<file path="src/rtl/poly_seq_ctrl.sv">
// ---------------------------------------------------------------------------
// poly_seq_ctrl
//
// Sequencer for the polynomial datapath (operand mux A/B/C, registers
// R0/R1/R2, sum/multiply ALU). Evaluates
//     quadratic: y = ((A*x) + B)*x + C      (Horner's rule)
//     linear   : y = B*x + C
// and leaves y in R1 (datapath output Pronto) when done pulses.
//
// Parameters
//   MUL_CYC  cycles each multiply state is held (ALU settle time), 1..15
//   ADD_CYC  cycles each add state is held, 1..15
//
// Ports
//   clk      system clock, all state changes on the rising edge
//   RST      asynchronous active-low reset
//   start    evaluation request, sampled only while idle
//   linear   0 = quadratic, 1 = linear; captured when start is accepted
//   busy     high from the cycle after start is accepted through DONE
//   done     one-cycle pulse, result valid in R1 during and after it
//   LX       load R0 <= x
//   LH       load R1 <= ALU out
//   LS       load R2 <= ALU out (snapshot build only, otherwise 0)
//   M0       operand mux: 0 = idle, 1 = A, 2 = B, 3 = C
//   M1       ALU port 1:  0 = M0 out, 1 = R0, 2 = R1, 3 = R2
//   M2       ALU port 2:  0 = R0, 1 = M0 out, 2 = R1, 3 = R2
//   H        ALU op: 1 = multiply, 0 = add
//   cyc_cnt  busy-cycle counter, saturating at 255 (snapshot build only)
//
// Build option
//   POLY_SEQ_SNAPSHOT_EN  when defined, the DONE cycle also loads
//                         R2 <= y*x, and the cyc_cnt port is added.
// ---------------------------------------------------------------------------
module poly_seq_ctrl #(
    parameter int MUL_CYC = 2,
    parameter int ADD_CYC = 1
) (
    input  logic       clk,
    input  logic       RST,
    input  logic       start,
    input  logic       linear,
    output logic       busy,
    output logic       done,
    output logic       LX,
    output logic       LH,
    output logic       LS,
    output logic [1:0] M0,
    output logic [1:0] M1,
    output logic [1:0] M2,
    output logic       H
`ifdef POLY_SEQ_SNAPSHOT_EN
    ,
    output logic [7:0] cyc_cnt
`endif
);

    // State encoding
    localparam logic [2:0] IDLE  = 3'd0;
    localparam logic [2:0] LOADX = 3'd1;
    localparam logic [2:0] MUL1  = 3'd2;
    localparam logic [2:0] ADD1  = 3'd3;
    localparam logic [2:0] MUL2  = 3'd4;
    localparam logic [2:0] ADD2  = 3'd5;
    localparam logic [2:0] DONE  = 3'd6;

    // Operand mux (M0) codes
    localparam logic [1:0] OP_NONE = 2'd0;
    localparam logic [1:0] OP_A    = 2'd1;
    localparam logic [1:0] OP_B    = 2'd2;
    localparam logic [1:0] OP_C    = 2'd3;

    // ALU port 1 (M1) codes
    localparam logic [1:0] P1_MUX = 2'd0;
    localparam logic [1:0] P1_R1  = 2'd2;

    // ALU port 2 (M2) codes
    localparam logic [1:0] P2_R0  = 2'd0;
    localparam logic [1:0] P2_MUX = 2'd1;

    // Final wait-counter value of each hold; the counter starts at 0 on entry.
    localparam logic [3:0] MUL_LAST = 4'(MUL_CYC - 1);
    localparam logic [3:0] ADD_LAST = 4'(ADD_CYC - 1);

    logic [2:0] state;
    logic [2:0] stateNext;
    logic [3:0] waitCnt;
    logic       linearLatch;
    logic       isMulState;
    logic       isOpState;
    logic       holdLast;

    // -----------------------------------------------------------------------
    // Hold bookkeeping: an op state ends when the counter reaches its
    // last value; that is also the only cycle R1 is allowed to load.
    // -----------------------------------------------------------------------
    always_comb begin
        isMulState = (state == MUL1) || (state == MUL2);
        isOpState  = isMulState || (state == ADD1) || (state == ADD2);
        holdLast   = isOpState &&
                     (waitCnt == (isMulState ? MUL_LAST : ADD_LAST));
    end

    // -----------------------------------------------------------------------
    // Next-state logic
    // -----------------------------------------------------------------------
    always_comb begin
        // NOTE: default first so every path assigns stateNext; no latch.
        stateNext = state;
        case (state)
            IDLE:    if (start) stateNext = LOADX;
            LOADX:   stateNext = MUL1;
            MUL1:    if (holdLast) stateNext = linearLatch ? ADD2 : ADD1;
            ADD1:    if (holdLast) stateNext = MUL2;
            MUL2:    if (holdLast) stateNext = ADD2;
            ADD2:    if (holdLast) stateNext = DONE;
            DONE:    stateNext = IDLE;
            default: stateNext = IDLE;
        endcase
    end

    // -----------------------------------------------------------------------
    // State register, wait counter and mode latch
    // -----------------------------------------------------------------------
    always_ff @(posedge clk or negedge RST) begin
        // NOTE: only control state is reset here; the datapath registers
        // it steers live elsewhere and are always written before use.
        if (!RST) begin
            state       <= IDLE;
            waitCnt     <= '0;
            linearLatch <= 1'b0;
        end else begin
            // NOTE: non-blocking so every register sees pre-edge values.
            state <= stateNext;

            // Cleared on every state change, so each op state starts its
            // hold at 0; outside op states it simply stays cleared.
            if ((stateNext != state) || !isOpState) begin
                waitCnt <= '0;
            end else begin
                waitCnt <= waitCnt + 4'd1;
            end

            // Mode is frozen for the whole evaluation; later changes on
            // linear are ignored until the next accepted start.
            if ((state == IDLE) && start) begin
                linearLatch <= linear;
            end
        end
    end

    // -----------------------------------------------------------------------
    // Moore output decode (state + wait counter only, never start)
    // -----------------------------------------------------------------------
    always_comb begin
        busy = 1'b0;
        done = 1'b0;
        LX   = 1'b0;
        LH   = 1'b0;
        LS   = 1'b0;
        M0   = OP_NONE;
        M1   = P1_MUX;
        M2   = P2_R0;
        H    = 1'b0;
        case (state)
            LOADX: begin
                busy = 1'b1;
                LX   = 1'b1;
            end
            MUL1: begin
                // R1 <= (A or B) * x
                busy = 1'b1;
                H    = 1'b1;
                M0   = linearLatch ? OP_B : OP_A;
                M1   = P1_MUX;
                M2   = P2_R0;
                LH   = holdLast;
            end
            ADD1: begin
                // R1 <= R1 + B
                busy = 1'b1;
                M0   = OP_B;
                M1   = P1_R1;
                M2   = P2_MUX;
                LH   = holdLast;
            end
            MUL2: begin
                // R1 <= R1 * x
                busy = 1'b1;
                H    = 1'b1;
                M0   = OP_NONE;
                M1   = P1_R1;
                M2   = P2_R0;
                LH   = holdLast;
            end
            ADD2: begin
                // R1 <= R1 + C
                busy = 1'b1;
                M0   = OP_C;
                M1   = P1_R1;
                M2   = P2_MUX;
                LH   = holdLast;
            end
            DONE: begin
                busy = 1'b1;
                done = 1'b1;
`ifdef POLY_SEQ_SNAPSHOT_EN
                // R2 <= y * x while y is already settled in R1
                LS   = 1'b1;
                H    = 1'b1;
                M0   = OP_NONE;
                M1   = P1_R1;
                M2   = P2_R0;
`endif
            end
            default: begin
                busy = 1'b0;
            end
        endcase
    end

`ifdef POLY_SEQ_SNAPSHOT_EN
    // -----------------------------------------------------------------------
    // Busy-cycle counter: restarts on an accepted start, counts every busy
    // cycle, sticks at 255, and keeps the last count while idle.
    // -----------------------------------------------------------------------
    always_ff @(posedge clk or negedge RST) begin
        if (!RST) begin
            cyc_cnt <= '0;
        end else if ((state == IDLE) && start) begin
            cyc_cnt <= '0;
        end else if (busy && (cyc_cnt != 8'hFF)) begin
            cyc_cnt <= cyc_cnt + 8'd1;
        end
    end
`endif

endmodule

</file>
<file path="config.mk">
export PLATFORM = sky130hd
export DESIGN_NAME = poly_seq_ctrl
export DESIGN_NICKNAME = d
export VERILOG_FILES = /design/src/rtl/poly_seq_ctrl.sv
export SDC_FILE = /design/constraint.sdc
export NUM_CORES = 1
export LEC_CHECK = 0
export BUFFER_PORTS_ARGS = -buffer_cell sky130_fd_sc_hd__buf_2
export CORE_AREA = 2 2 39 41
export DETAILED_ROUTE_END_ITERATION = 6
export DIE_AREA = 0 0 41 43
export PLACE_DENSITY = 0.75
export SETUP_SLACK_MARGIN = 0.05
export SLEW_MARGIN = 25
export SYNTH_ARGS = -nofsm -noshare
export SYNTH_HDL_FRONTEND = slang
export SYNTH_SLANG_ARGS = --single-unit
</file>
<file path="constraint.sdc">
create_clock -name clk -period 4.3 [get_ports clk]
set_clock_uncertainty 0.15 [all_clocks]
set_input_delay 1.29 -clock clk [delete_from_list [all_inputs] [get_ports clk]]
set_output_delay 1.29 -clock clk [all_outputs]
set_load 0.005 [all_outputs]
</file>
# [After elaboration in Yosys (flattened, before gate mapping)]
# Cells that the tools add are included.
[op_classes] n_addsub=1 eq_ne=8 mux=18 reduce_logical=13
[op_table] cell="3-bit 2-to-1 mux" n=6
[op_table] cell="3-bit case mux with 6 select lines" n=1
[op_table] cell="3-bit == test (second input constant)" n=3
[op_table] cell="1-bit 2-to-1 mux" n=7
[op_table] cell="3-bit by 2-bit == test with 1-bit output (second input constant)" n=2
[op_table] cell="2-bit case mux with 3 select lines" n=1
[op_table] cell="6-bit OR reduction" n=1
[op_table] cell="4-bit by 1-bit adder with 4-bit output (second input constant)" n=1
[op_table] cell="4-bit by 1-bit == test with 1-bit output" n=1
[op_table] cell="1-bit logical OR" n=4
[op_table] cell="2-bit 2-to-1 mux" n=2
[op_table] cell="4-bit 2-to-1 mux" n=1
[op_table] cell="2-bit OR reduction" n=2
[op_table] cell="4-bit OR reduction" n=1
[op_table] cell="3-bit by 1-bit == test with 1-bit output (second input constant)" n=1
[op_table] cell="3-bit zero test" n=1
[op_table] cell="3-bit inequality test" n=1
[op_table] cell="3-bit OR reduction" n=1
[op_table] cell="1-bit logical AND" n=2
[op_table] cell="1-bit zero test" n=1
[totals] input_bits=4 reg_bits=8 output_inout_bits=12 wordCells=43

# [Logic depth before layout (Yosys ltp)]
# Gate-level depths: netlist (run 1).
[logic_depth] depth_word=10 mapped_depth=7 mapped_depth_nobuf=6

# [Worst setup path after synthesis (run 1)]
# Ideal clock, no wire load.
[synth_timing] kind="reg2out" from="reg state[1]" to="out LH" required_ps=2860 arrival_time_ps=1663 path_stages_with_launch=6 path_buffers=1 path_slack_ps=1197 path_cell_list="dfrtp_1 buf_2 inv_2 ha_1 or4_1 nor3_1"
[synth_via] elab_chain_len=6 elab_cells_between_ends=12 classes_between="eq/ne (5); mux (2); reduce/logical (5)"
[synth_lines] element="start, declared" line="84" text="logic [2:0] state;"
[synth_lines] element="start signal, assigned" line="133" text="state <= stateNext;"
[synth_lines] element="3-bit by 2-bit == test with 1-bit output / 3-bit == test (equally long branches)" line="97, 164"
[synth_lines] element="1-bit logical OR" line="97" text="isMulState = (state == MUL1) || (state == MUL2);"
[synth_lines] element="1-bit 2-to-1 mux / 1-bit logical OR (equally long branches)" line="100, 98"
[synth_lines] element="4-bit by 1-bit == test with 1-bit output / 1-bit logical OR (equally long branches)" line="100, 98"
[synth_lines] element="1-bit logical AND" line="99" text="holdLast = isOpState &&"
[synth_lines] element="1-bit 2-to-1 mux (*)" line="164" text="case (state)"
[synth_lines] element="end, declared" line="45" text="output logic LH,"
# Mark *: on every way between the ends. The rest lies on a longest branch, timed or not.

# [Worst setup path after layout (run 1)]
# Ends and elaborated chain as after synthesis.

==> results of run 1 <==
[layout make-up]
type | count | share of cell area (%)
clock buffers | 3 | 2.96
inverters | 4 | 1.97
flip-flops and latches | 8 | 26.3
repair buffers | 12 | 7.89
well taps | 16 | 2.63
multi-input cells | 65 | 58.2
[registers in the layout (all words and copies together) (netlist names)]
| signal | cells |
|---|---|
| linearLatch | 1 |
| waitCnt | 4 |
| state | 3 |
[synthesized netlist by cell type (2+ instances only)]
cell type,count
a21o_1,2
a21oi_1,5
buf_2,2
buf_4,3
clkbuf_1,3
dfrtp_1,8
ha_1,3
inv_1,2
inv_2,2
nand2_1,3
nand3_1,4
nor2_1,7
nor2b_1,2
nor3_1,6
nor3b_1,2
nor4_1,3
nor4b_1,2
o21a_1,2
o21ai_0,2
o21ai_1,2
xnor2_1,3
xor2_1,2
[worst max-delay path, delay by kind of cell, from the launching register on]
kind / cells / cell delay (ns)
fa+ha+maj: 1 / 0.35
flops: 1 / 0.62
simple gates: 2 / 0.67
buf+inv: 2 / 0.21
[path summary, 6_finish.rpt]
check | end | slack, ns | cells after the start
max in group asynchronous | waitCnt[3]$_DFF_PN0_ | 3.12 | 1
hold reg to reg | linearLatch$_DFFE_PN0P_ | 0.46 | 1
setup reg to reg | waitCnt[2]$_DFF_PN0_ | 1.84 | 6
hold / removal | linearLatch$_DFFE_PN0P_ | 0.46 | 1
setup / recovery | LH | 0.75 | 5
min in group asynchronous | waitCnt[2]$_DFF_PN0_ | 0.72 | 1
[cell usage in the layout (no fill, tap or decap), types with 3 or more instances in the layout]
cell / instances
buf_2: 12
dfrtp_1: 8
nor2_1: 7
nor3_1: 6
a21oi_1: 5
nand3_1: 4
xnor2_1: 3
nand2_1: 3
nor4_1: 3
ha_1: 3
conb_1: 3
clkbuf_4: 3
[metal layers]
layer  routed length, um  vias up  track usage [%]
met3                  63        3             3.66
li1                    -      321                -
met5                   0        -                0
met2                 714       17             33.4
met4                  25        0             10.0
met1                 671      285             25.7
[power breakdown]
part           internal, mW  leakage [nW]  switching [mW]  total [mW]
clock                0.0318        0.0138          0.0243      0.0561
combinational         0.153         0.236           0.184       0.337
sequential           0.0976         0.105          0.0639       0.162
total                 0.283         0.354           0.272       0.555
[cell families after synthesis]
family | count (synthesis)
AO/OA/AOI/OAI | 18
XOR/XNOR | 5
AND/OR/NAND/NOR | 34
multiplexers | 2
adder cells (fa/ha/maj) | 3
buffers and inverters | 12
flip-flops | 8
other | 1
==> flow_metrics.env, run 1 <==
export IMPL_status="finished clean"
export IMPL_num_rows=14
export IMPL_yosysTopAreaCellShare_pct=28.8
export IMPL_hp_start="linearLatch$_DFFE_PN0P_"
export IMPL_clk_latency_ns=0.25
export IMPL_cts_tree="done"
export IMPL_power_leakage_nw=0.354
export IMPL_viasPerCell=5.80
export IMPL_startpoint="state[1]$_DFF_PN0_"
export IMPL_syn2layout_area_growth_pct=9.55
export IMPL_synthMuxAreaShare_pct=3.06
export IMPL_io_pins=16
export IMPL_placedCellCount=105
export IMPL_synth_seq_cells=8
export IMPL_crit_arrival_ns=2.11
export IMPL_post_place_ws_ns=1.05
export IMPL_cts_buffers=3
export IMPL_ys_seq_area_share_pct=28.8
export IMPL_die_area_mm2=0.00176
export IMPL_dpl_hpwl_mm=1.14
export IMPL_diodes=0
export IMPL_hold_path_class="register to register"
export IMPL_period_share_pct=82.6
export IMPL_synth_xor_area_share_pct=6.31
export IMPL_synth_fa_ha_area_share_pct=5.41
export IMPL_grt_pass1_wl_mm=2.46
export IMPL_finalHoldViolations=0
export IMPL_synth_top_family_by_area="simple AND/OR/NAND/NOR gates"
export IMPL_clock_sink_count=8
export IMPL_synthFlopType="dfrtp_1"
export IMPL_vdd_drop_max_mv=0.307
export IMPL_period_needed_ns=3.55
export IMPL_drt_iter0_markers=5
export IMPL_grt_pass1_vias=567
export IMPL_hold_ws_ns=0.465
export IMPL_post_cts_resized=0
export IMPL_maxCapViolCount=0
export IMPL_die_w_um=41
export IMPL_crit_chain="inv_2 > ha_1 > or4_1 > nor3_1 > buf_2"
export IMPL_register_area_um2=200
export IMPL_cts_setup_buffers=0
export IMPL_fin_tns_setup_ns=0
export IMPL_grtUsageTotal_pct=20.9
export IMPL_core_area_mm2=0.00138
export IMPL_fin_util_pct=55.0
export IMPL_clockBufferDepth=2
export IMPL_drtAntennaViolNets=0
export IMPL_h_tree_depth=1
export IMPL_drtPass1Iterations=4
export IMPL_synth_compound_area_share_pct=18.6
export IMPL_final_setup_viol_count=0
export IMPL_finalNonFillerCells=108
export IMPL_avgSynthCellArea_um2=8.37
export IMPL_final_max_slew_viol_count=0
export IMPL_async_flop_share_pct=100
export IMPL_finalWeightedCongestion=0.798
export IMPL_num_vias=626
export IMPL_netlist_area_um2=694
export IMPL_total_power_mw=0.555
export IMPL_cp_required_ns=2.86
export IMPL_hold_buffers=0
export IMPL_syn_inst=83
export IMPL_max_stage_delay_ns=0.62
export IMPL_synth_top_area_cell="dfrtp_1"
export IMPL_fin_area_um2=761
export IMPL_path_clk_slew_ns=0.05
export IMPL_powerDensity_mw_per_mm2=730
export IMPL_drc=0
export IMPL_rr_startpoint="state[1]$_DFF_PN0_"
export IMPL_wl_mm=1.48
export IMPL_overflow=0
export IMPL_rsz0062_at_grt="false"
export IMPL_critical_path_slowest_cell="dfrtp_1"
export IMPL_io_buffers=12
export IMPL_multiInputGateArea_um2=443
export IMPL_place_area_um2=738
export IMPL_drive_gt1_share_pct=21.7
export IMPL_fin_ws_ns=0.750
export IMPL_critical_path_class="register to output port"
export IMPL_initial_utilization_pct=50.2
export IMPL_relSlewSlack_pct=57.1
export IMPL_end_kind="output port"
export IMPL_synth_top_cells_by_area="dfrtp_1 29%, ha_1 5.4%, nor3_1 4.3%"
export IMPL_worst_path_max_fanout=14
export IMPL_cts_root_buffer="clkbuf_4"
export IMPL_critPathLaunchType="register"
export IMPL_synth_warnings=0
export IMPL_grt_max_degree=17
export IMPL_synth_enable_flop_cells=0
export IMPL_fin_nets=101
export IMPL_synthSimpleGateAreaFrac_pct=28.8
export IMPL_avgRoutedWirePerCell_um=13.7
export IMPL_nFillCells=136
export IMPL_maxClockFrequency_ghz=0.282
export IMPL_tightest_slew_ns=0.633
export IMPL_antenna_found_initial=0
export IMPL_die_height_um=43
export IMPL_yosysUniqueCellTypes=35
(Power assumes the default switching activity.)
==> inputs of run 2 (changes only) <==
- CORE_AREA: 2 2 39 41 -> not set
- CORE_MARGIN: not set -> 1.5
- CORE_UTILIZATION: not set -> 46
- DIE_AREA: 0 0 41 43 -> not set
- PLACE_DENSITY: 0.75 -> 0.7
- clock period: 4.3 -> 3.1 ns (I/O delays scaled with it)
==> run 2 against run 1 <==
Against the previous run: utilization up 2.4 points; critical path depth is the same; count of clock-buffer cells in the layout unchanged; sequential cell count unchanged; total power is 39% higher; routed wire length fell by 3.5%; final cell count grew 0.93%; combinational power increased by 49%; sequential share of layout area is 0.47 points lower; via count stayed put; largest cell class unchanged; highest routed layer unchanged; register-to-register slack got worse by 0.83 ns; global-route usage shrank 3.2 points.
==> flow_metrics.env, run 2 (synthesis gave the netlist of run 1 again) <==
export IMPL_status="finished clean"
export IMPL_r2r_cells=6
export IMPL_io_pins=16
export IMPL_die_height_um=41.9
export IMPL_largest_register_ff_count=4
export IMPL_cts_setup_buffers=0
export IMPL_power_leakage_nw=0.364
export IMPL_drc=0
export IMPL_num_rows=13
export IMPL_core_area_mm2=0.00135
export IMPL_diodes=0
export IMPL_grt_pass1_vias=542
export IMPL_final_max_slew_viol_count=0
export IMPL_cts_buffers=3
export IMPL_rr_startpoint="state[1]$_DFF_PN0_"
export IMPL_initial_utilization_pct=51.4
export IMPL_period_needed_ns=2.87
export IMPL_post_cts_resized=0
export IMPL_cp_num_buf_inv=2
export IMPL_antenna_found_initial=0
export IMPL_drtPass1Iterations=4
export IMPL_hold_buffers=0
export IMPL_rsz0062_at_grt="false"
export IMPL_reg_top3="waitCnt (4), state (3), linearLatch (1)"
export IMPL_h_tree_depth=1
export IMPL_clk_latency_ns=0.25
export IMPL_num_vias=626
export IMPL_final_cell_mix="12 x buf_2, 8 x dfrtp_1, 7 x nor2_1"
export IMPL_die_w_um=41.9
export IMPL_drive_gt1_share_pct=23.4
export IMPL_maxCapViolCount=0
export IMPL_timing_rr_end="waitCnt[3]$_DFF_PN0_"
export IMPL_crit_family="simple AND/OR/NAND/NOR gates"
export IMPL_top_register="waitCnt"
export IMPL_grt_pass1_wl_mm=2.39
export IMPL_io_buffers=12
export IMPL_die_area_mm2=0.00175
export IMPL_max_stage_delay_ns=0.47
export IMPL_fin_ws_ns=0.228
export IMPL_syn2layout_area_growth_pct=11.5
export IMPL_cts_root_buffer="clkbuf_4"
export IMPL_finalWeightedCongestion=0.808
export IMPL_placedCellCount=106
export IMPL_viasPerCell=5.74
export IMPL_powerDensity_mw_per_mm2=998
export IMPL_fin_area_um2=774
export IMPL_cts_tree="done"
export IMPL_grtUsageTotal_pct=17.6
export IMPL_post_place_ws_ns=0.506
export IMPL_place_area_um2=752
export IMPL_end_kind="output port"
export IMPL_final_common_cell="buf_2"
export IMPL_fin_nets=103
export IMPL_drt_iter0_markers=9
export IMPL_finalHoldViolations=0
export IMPL_overflow=0
export IMPL_maxClockFrequency_ghz=0.348
export IMPL_worst_path_max_fanout=3
export IMPL_path_clk_slew_ns=0.05
export IMPL_critical_path_slowest_cell="or4_1"
export IMPL_dpl_hpwl_mm=1.01
export IMPL_clockBufferDepth=2
export IMPL_finalNonFillerCells=109
export IMPL_wl_mm=1.42
export IMPL_tightest_slew_ns=0.526
export IMPL_crit_chain="inv_2 > ha_1 > or4_1 > nor3_1 > buf_2"
export IMPL_relSlewSlack_pct=64.3
export IMPL_clock_sink_count=8
export IMPL_final_setup_viol_count=0
export IMPL_fin_tns_setup_ns=0
export IMPL_hold_path_class="primary input to asynchronous set/reset pin"
export IMPL_drtAntennaViolNets=0
export IMPL_avgRoutedWirePerCell_um=13.1
export IMPL_grt_max_degree=17
export IMPL_crit_arrival_ns=1.79
export IMPL_cp_required_ns=2.02
export IMPL_vdd_drop_max_mv=0.487
export IMPL_reg2reg_slack_ns=1.01
export IMPL_critPathLaunchType="register"
export IMPL_period_share_pct=92.7
export IMPL_critical_path_class="register to output port"
run 2: cell count changes in the layout (fill, tap and decap cells not counted):
cell   change
buf_4      +2
run 2: worst max-delay path by stage:
stage | slack [ns] | cells past startpoint | end | from
final | 0.23 | 5 | LH | state[1]$_DFF_PN0_
after global routing | 0.14 | 5 | LH | state[1]$_DFF_PN0_
after CTS | 0.22 | 5 | LH | state[1]$_DFF_PN0_
after detailed placement | 0.51 | 5 | LH | state[1]$_DFF_PN0_
after global placement | 0.51 | 5 | LH | state[1]$_DFF_PN0_
after floorplan | 0.36 | 5 | LH | state[1]$_DFF_PN0_
run 2: final cells by class:
class	count	area (um^2)
Tap cell	15	18.8
Inverter	4	15.0
Clock buffer	3	22.5
Fill cell	133	576
Timing Repair Buffer	14	75.1
Multi-Input combinational cell	65	443
Sequential cell	8	200
run 2: stage by stage:
step / hold WS, ns / utilization, % / total power [mW]
6_report: 0.362 / 57.4 / 0.773
5_1_grt: 0.366 / 57.4 / 0.844
4_1_cts: 0.357 / 57.4 / 0.776
3_5_place_dp: 0.426 / 55.7 / 0.693
3_3_place_gp: 0.429 / 55.7 / 0.686
2_1_floorplan: 0.378 / - / 0.569
run 2: power breakdown:
group	switching, mW	total, mW	leakage [nW]	internal, mW
sequential	0.0566	0.193	0.105	0.136
clock	0.0338	0.0779	0.0138	0.0442
combinational	0.278	0.503	0.246	0.225
run 2: layer usage:
metal,share of wire [%],wire [um],GRT usage [%],vias up
met1,47,671,23.5,289
met5,0,0,0,-
met2,47,669,27.2,15
met3,5.3,75,6.52,2
met4,0.42,6,3.87,0
li1,-,-,-,320
==> inputs of run 3 (changes only) <==
- CELL_PAD_IN_SITES_DETAIL_PLACEMENT: not set -> 0
- CELL_PAD_IN_SITES_GLOBAL_PLACEMENT: not set -> 2
- CORE_UTILIZATION: 46 -> 27
- SKIP_LAST_GASP: not set -> 1
==> run 3 against run 2 <==
Against the previous run: global-route usage shrank 5.1 points; hold slack got worse by 0.0020 ns; utilization fell by 25 points; via count is 0.48% lower; sequential power up 2%; sequential cell count unchanged; routed wire length up 13%; total power up 1.6%; die area is 65% higher; register-to-register slack about the same; first-iteration DRC count down 33%; non-clock buffer count is the same; highest routed layer unchanged.
==> flow_metrics.env, run 3 (synthesis gave the netlist of run 1 again) <==
export IMPL_wl_mm=1.61
export IMPL_crit_family="simple AND/OR/NAND/NOR gates"
export IMPL_critical_path_slowest_cell="or4_1"
export IMPL_powerDensity_mw_per_mm2=990
export IMPL_period_needed_ns=2.89
export IMPL_num_rows=18
export IMPL_cp_num_buf_inv=2
export IMPL_hold_ws_ns=0.360
export IMPL_power_leakage_nw=0.364
export IMPL_status="finished clean"
export IMPL_finalWeightedCongestion=0.722
export IMPL_grtUsageTotal_pct=12.5
export IMPL_die_w_um=53.7
export IMPL_drtAntennaViolNets=0
export IMPL_path_clk_slew_ns=0.05
export IMPL_total_power_mw=0.785
export IMPL_maxClockFrequency_ghz=0.346
export IMPL_grt_pass1_wl_mm=2.59
export IMPL_h_tree_depth=1
export IMPL_timing_rr_end="waitCnt[3]$_DFF_PN0_"
export IMPL_fin_tns_setup_ns=0
export IMPL_io_pins=16
export IMPL_syn2layout_area_growth_pct=14.2
export IMPL_critPathLaunchType="register"
export IMPL_relSlewSlack_pct=61.6
export IMPL_largest_register_ff_count=4
export IMPL_dpl_hpwl_mm=1.18
export IMPL_r2r_cells=6
export IMPL_top_register="waitCnt"
export IMPL_rsz0062_at_grt="false"
export IMPL_fin_nets=103
export IMPL_clk_latency_ns=0.25
export IMPL_post_cts_resized=0
export IMPL_maxCapViolCount=0
export IMPL_drive_gt1_share_pct=23.4
export IMPL_critical_path_class="register to output port"
export IMPL_grt_pass1_vias=547
export IMPL_core_area_mm2=0.00245
export IMPL_cts_tree="done"
export IMPL_tightest_slew_ns=0.567
export IMPL_overflow=0
export IMPL_hold_buffers=0
export IMPL_finalHoldViolations=0
export IMPL_final_common_cell="buf_2"
export IMPL_final_setup_viol_count=0
export IMPL_vdd_drop_max_mv=0.366
export IMPL_reg2reg_slack_ns=1.01
export IMPL_io_buffers=12
export IMPL_max_stage_delay_ns=0.48
export IMPL_cts_root_buffer="clkbuf_4"
export IMPL_die_height_um=53.7
export IMPL_num_vias=623
export IMPL_reg_top3="waitCnt (4), state (3), linearLatch (1)"
export IMPL_viasPerCell=5.02
export IMPL_rr_startpoint="state[1]$_DFF_PN0_"
export IMPL_avgRoutedWirePerCell_um=13.0
export IMPL_end_kind="output port"
export IMPL_fin_ws_ns=0.207
export IMPL_final_cell_mix="12 x buf_2, 8 x dfrtp_1, 7 x nor2_1"
export IMPL_clock_sink_count=8
export IMPL_post_place_ws_ns=0.486
export IMPL_hold_path_class="primary input to asynchronous set/reset pin"
export IMPL_drtPass1Iterations=2
export IMPL_diodes=0
export IMPL_drt_iter0_markers=6
export IMPL_crit_chain="inv_2 > ha_1 > or4_1 > nor3_1 > buf_2"
export IMPL_final_max_slew_viol_count=0
export IMPL_die_area_mm2=0.00289
export IMPL_grt_max_degree=17
export IMPL_cp_required_ns=2.02
export IMPL_nFillCells=278
export IMPL_worst_path_max_fanout=3
export IMPL_clockBufferDepth=2
export IMPL_initial_utilization_pct=28.3
export IMPL_drc=0
export IMPL_crit_arrival_ns=1.81
export IMPL_period_share_pct=93.3
export IMPL_cts_setup_buffers=0
export IMPL_cts_buffers=3
export IMPL_antenna_found_initial=0
[run 3: cell counts in the layout (fill, tap and decap cells not counted)]
No cell type changed its count.
[run 3: worst max path at each step]
stage / start / to / slack, ns / cells past startpoint
global route: state[1]$_DFF_PN0_ / LH / 0.10 / 5
finish: state[1]$_DFF_PN0_ / LH / 0.21 / 5
CTS: state[1]$_DFF_PN0_ / LH / 0.20 / 5
global placement: state[1]$_DFF_PN0_ / LH / 0.51 / 5
floorplan: state[1]$_DFF_PN0_ / LH / 0.36 / 5
detailed placement: state[1]$_DFF_PN0_ / LH / 0.49 / 5
[run 3: metal layers]
metal,GRT usage (%),routed length [um],vias up
met5,0,0,-
met4,5.13,14,0
met3,2.50,63,2
met2,19.1,709,12
met1,17.1,824,290
li1,-,-,319
[run 3: report_power, final]
part / total [mW] / leakage (nW) / switching [mW] / internal [mW]
sequential: 0.197 / 0.105 / 0.0608 / 0.136
combinational: 0.512 / 0.246 / 0.287 / 0.225
clock: 0.0771 / 0.0138 / 0.0330 / 0.0441
total: 0.785 / 0.364 / 0.380 / 0.405
[run 3: layout make-up]
cell class	instances	area [um^2]	area share [%]
Timing Repair Buffer	14	75.1	9.46
Inverter	4	15.0	1.89
Clock buffer	3	22.5	2.84
Multi-Input combinational cell	65	443	55.8
Sequential cell	8	200	25.2
Tap cell	30	37.5	4.73
[run 3: metrics by stage]
stage | cells | utilization [%] | area (um^2)
3_3_place_gp | 121 | 31.4 | 771
6_report | 124 | 32.3 | 793
4_1_cts | 124 | 32.3 | 793
5_1_grt | 124 | 32.3 | 793
2_1_floorplan | 85 | - | 702
3_5_place_dp | 121 | 31.4 | 771
